`src/rtl/sbox_inv_engine.sv`:
```
// Iterative AES inverse S-box: InvAffine on capture, then x^254 in GF(2^8) over 8 cycles
// (square-and-multiply, exponent scanned MSB first). Counts completed output handshakes.
module sbox_inv_engine #(
    parameter int unsigned CNT_W = 16
) (
    input  logic             clk,
    input  logic             rst,
    input  logic             in_valid,
    output logic             in_ready,
    input  logic [7:0]       data_in,
    output logic             out_valid,
    input  logic             out_ready,
    output logic [7:0]       data_out,
    output logic             busy,
    output logic [CNT_W-1:0] byte_cnt
);

    // 254 = 0b1111_1110; bit [step_q] selects whether this cycle also multiplies by x
    localparam logic [7:0] Exponent    = 8'hFE;
    localparam logic [7:0] AffineConst = 8'h05;

    typedef enum logic [1:0] {StIdle, StCalc, StDone} state_e;

    state_e state_q, state_d;

    logic [7:0]       x_q, x_d;
    logic [7:0]       acc_q, acc_d;
    logic [2:0]       step_q, step_d;
    logic [7:0]       data_out_q, data_out_d;
    logic [CNT_W-1:0] byte_cnt_q, byte_cnt_d;

    logic [7:0] acc_sq;
    logic [7:0] acc_step;

    // GF(2^8) multiply, reduced by x^8+x^4+x^3+x+1
    function automatic logic [7:0] gf_mul(input logic [7:0] a, input logic [7:0] b);
        logic [7:0] p;
        logic [7:0] aa;
        p  = 8'h00;
        aa = a;
        for (int i = 0; i < 8; i++) begin
            if (b[i]) p = p ^ aa;
            aa = aa[7] ? ({aa[6:0], 1'b0} ^ 8'h1B) : {aa[6:0], 1'b0};
        end
        return p;
    endfunction

    function automatic logic [7:0] inv_affine(input logic [7:0] a);
        logic [7:0] r;
        for (int i = 0; i < 8; i++) begin
            r[i] = a[(i + 2) % 8] ^ a[(i + 5) % 8] ^ a[(i + 7) % 8] ^ AffineConst[i];
        end
        return r;
    endfunction

    assign acc_sq   = gf_mul(acc_q, acc_q);
    assign acc_step = Exponent[step_q] ? gf_mul(acc_sq, x_q) : acc_sq;

    // State register
    always_ff @(posedge clk or negedge rst) begin
        if (!rst) begin
            state_q <= StIdle;
        end else begin
            state_q <= state_d;
        end
    end

    // Next-state logic
    always_comb begin
        state_d = state_q;
        unique case (state_q)
            StIdle: if (in_valid) state_d = StCalc;
            StCalc: if (step_q == 3'd0) state_d = StDone;
            StDone: if (out_ready) state_d = StIdle;
            default: state_d = StIdle;
        endcase
    end

    // FSM outputs; in_ready is held low for as long as reset is asserted
    always_comb begin
        in_ready  = rst && (state_q == StIdle);
        out_valid = (state_q == StDone);
        busy      = (state_q != StIdle);
    end

    // Datapath next-state: capture, square-and-multiply steps, output count
    always_comb begin
        x_d        = x_q;
        acc_d      = acc_q;
        step_d     = step_q;
        data_out_d = data_out_q;
        byte_cnt_d = byte_cnt_q;
        unique case (state_q)
            StIdle: begin
                if (in_valid) begin
                    x_d    = inv_affine(data_in);
                    acc_d  = 8'h01;
                    step_d = 3'd7;
                end
            end
            StCalc: begin
                acc_d  = acc_step;
                step_d = step_q - 3'd1;
                if (step_q == 3'd0) data_out_d = acc_step;
            end
            StDone: begin
                if (out_ready) byte_cnt_d = byte_cnt_q + {{(CNT_W - 1){1'b0}}, 1'b1};
            end
            default: ;
        endcase
    end

    // Datapath registers
    always_ff @(posedge clk or negedge rst) begin
        if (!rst) begin
            x_q        <= 8'h00;
            acc_q      <= 8'h00;
            step_q     <= 3'd0;
            data_out_q <= 8'h00;
            byte_cnt_q <= '0;
        end else begin
            x_q        <= x_d;
            acc_q      <= acc_d;
            step_q     <= step_d;
            data_out_q <= data_out_d;
            byte_cnt_q <= byte_cnt_d;
        end
    end

    assign data_out = data_out_q;
    assign byte_cnt = byte_cnt_q;

endmodule
```
`config.mk`:
```
export PLATFORM = sky130hd
export DESIGN_NAME = sbox_inv_engine
export DESIGN_NICKNAME = d
export VERILOG_FILES = /design/src/rtl/sbox_inv_engine.sv
export SDC_FILE = /design/constraint.sdc
export NUM_CORES = 1
export LEC_CHECK = 0
export CAP_MARGIN = 25
export CORE_ASPECT_RATIO = 0.75
export CORE_UTILIZATION = 50
export CTS_CLUSTER_SIZE = 10
export DETAILED_ROUTE_END_ITERATION = 8
export HOLD_SLACK_MARGIN = 0.02
export PLACE_DENSITY_LB_ADDON = 0.3
export SLEW_MARGIN = 20
export SYNTH_ARGS = -nofsm -noshare
export SYNTH_HDL_FRONTEND = slang
export SYNTH_SLANG_ARGS = --single-unit
export TNS_END_PERCENT = 1
```
`constraint.sdc`:
```
create_clock -name clk -period 4.45 [get_ports clk]
set_input_delay 0.445 -clock clk [delete_from_list [all_inputs] [get_ports clk]]
set_output_delay 0.445 -clock clk [all_outputs]
set_load 0.02 [all_outputs]
```
==> reports/results.tsv <==
metric	value	unit
status	completed	
cp.required	4.64	ns
postCtsSetupBuffers	0	
cap_violations	0	
critPathBufInv	0	
synth_cells	406	
rsz0062_at_grt	no	
yosys-top-cells-area	dfrtp_1, xnor2_1, nand2_1	
hold_violations	0	
cts_inserted_buffers	5	
synth_top_area_share	0.299	
track_usage	0.229	
hpwl	6230	um
die_width	102	um
crit_cells	11	
io_pins	39	
syn-num-nets	422	
final_common_cell	xnor2_1	
skew	0.0102	ns
area_growth_syn_to_layout	13.8	%
crit_fanout	12	
period_share	0.856	
ant_nets	0	
yosysSeqAreaShare	0.299	
dr_total_vias	2823	
ys_types	44	
cts_hold_buf	0	
clk_path_buf_depth	2	
die_h	77.2	um
arrival	4.00	ns
io_buffers	38	
core_area	0.00733	mm2
slowest_stage	dfrtp_1	
crit_path_start_kind	flop	
cp-end-kind	flop	
synth_edf_count	0	
diodes	0	
clock_tree.root_cell	clkbuf_8	
grt_pass1_wl	13800	um
max_freq	0.263	GHz
synth_flop_cell	dfrtp_1	
timing.final.crit_period	3.81	ns
finalWorstSetupSlack	0.643	ns
grt_max_degree	47	
nNetsFinal	450	
drc_errors	0	
worst_pin_slew	0.679	ns
dieArea	0.00790	mm2
grt-ovfl-total	0	
wire_per_inst	15.3	um
antenna_found_initial	0	
clock_latency	0.30	ns
slew_headroom	0.546	
synth_area	0.00377	mm2
hold_path.class	in -> async	
path_delay_family	XOR/XNOR gates	
routed_wl	8210	um
start_util	0.514	
firstDrtPassIters	5	
rows	27	
ys_ff_latch	45	
first_iter_violations	151	
synthArstFlopShare	1.00	
crit_path_max_incr_delay	0.57	ns
synth_area_leader_cell	dfrtp_1	
setup_viol_count_final	0	
fin_tns_setup	0	ns
grt_pass1_vias	2806	
cts_resized	0	
htree_levels	2	
ys_warn_count	0	
gp_congestion	0.866	
postSynthAreaPerCell	9.29	um2
maxSlewViolCount	0	
viasPerCell	5.27	
reg2regPathDepth	11	
clk_pin_slew	0.09	ns
layout-drive-gt1-share	0.0690	
cts_sinks	45	
critical_path.most_common_cell	xnor2_1	
final_cell_mix	xnor2_1, nand2_1, dfrtp_1, clkdlybuf4s50_1, xor2_1	
crit_chain	ha_1 -> xor3_2 -> nand2b_2 -> xnor2_2 -> xnor2_1 -> nand2_1 -> xnor2_1 -> xnor2_1 -> xnor3_1 -> xnor2_1 -> a221o_1	
fillers	681	
tritoncts	yes	
path_class	reg -> reg	
dp_slack	0.659	ns
metrics by stage:
| step | util | hold slack (ns) | instances | cell area (um2) |
|---|---|---|---|---|
| after floorplan | - | 0.149 | 406 | 3770 |
| after global placement | 0.574 | 0.456 | 528 | 4210 |
| after detailed placement | 0.574 | 0.460 | 528 | 4210 |
| after CTS | 0.586 | 0.237 | 536 | 4290 |
| after global routing | 0.586 | 0.274 | 536 | 4290 |
| final | 0.586 | 0.218 | 536 | 4290 |
flip-flops by register name, summed over array words and instances, names as in the netlist:
| name | cells |
|---|---|
| byte_cnt | 16 |
| acc_q | 8 |
| data_out | 8 |
| x_q | 8 |
| step_q | 3 |
| state_q | 2 |
cell type report:
type | instances | area, um2 | share of cell area
well taps | 101 | 126 | 0.0294
flip-flops and latches | 45 | 1130 | 0.262
inverters | 8 | 30.0 | 0.00700
clock inverters | 1 | 7.51 | 0.00175
multi-input cells | 332 | 2520 | 0.587
clock buffers | 7 | 76.3 | 0.0178
repair buffers | 42 | 405 | 0.0944
synth_stat cells, types with 2 or more instances:
| cell | n |
|---|---|
| a21o_1 | 6 |
| nor2_1 | 23 |
| buf_2 | 6 |
| o21ai_0 | 17 |
| xnor2_4 | 3 |
| mux2_2 | 2 |
| inv_1 | 8 |
| xnor2_1 | 73 |
| clkbuf_1 | 13 |
| dfrtp_1 | 45 |
| nor2b_1 | 11 |
| nand3_1 | 10 |
| xor2_1 | 27 |
| o21ai_1 | 2 |
| nand2_1 | 72 |
| nand2b_1 | 6 |
| ha_1 | 4 |
| xor2_4 | 2 |
| xnor3_1 | 9 |
| mux2i_1 | 12 |
| a22oi_1 | 5 |
| and3_1 | 3 |
| a21oi_1 | 17 |
| xnor3_2 | 3 |
| nor3_1 | 3 |
| xnor2_2 | 3 |
| nor3b_1 | 3 |
| o22ai_1 | 2 |
layer usage:
| metal | vias to the layer above | GRT usage | part of all wire |
|---|---|---|---|
| met5 | - | 0 | 0 |
| met1 | 1332 | 0.330 | 0.46 |
| met2 | 97 | 0.348 | 0.44 |
| met3 | 13 | 0.0428 | 0.076 |
| li1 | 1381 | - | - |
| met4 | 0 | 0.0643 | 0.018 |
final timing paths:
kind                                     to  slack [ns]  startpoint
worst max-delay path               acc_q[3]        0.64    acc_q[7]
worst min-delay path            byte_cnt[1]        0.22         rst
worst max register to register     acc_q[3]        0.64    acc_q[7]
worst min register to register    step_q[0]        0.47   step_q[0]
max in group asynchronous       byte_cnt[0]        3.84         rst
min in group clk                  step_q[0]        0.47   step_q[0]
cell families (layout without fill, tap and decap cells):
kind of cell,count (synthesis),after routing,synth area share
buffers and inverters,29,58,0.0328
DFF,45,45,0.299
and+or+nand+nor,136,136,0.160
AOI/OAI and AO/OA,55,55,0.0883
adders and majority gates,4,4,0.0133
xor gates and xnor gates,122,122,0.365
muxes,15,15,0.0415
Power is left out: the tool's default activity adds up to more than one toggle a clock period on the data nets, which glitch-free logic cannot reach.
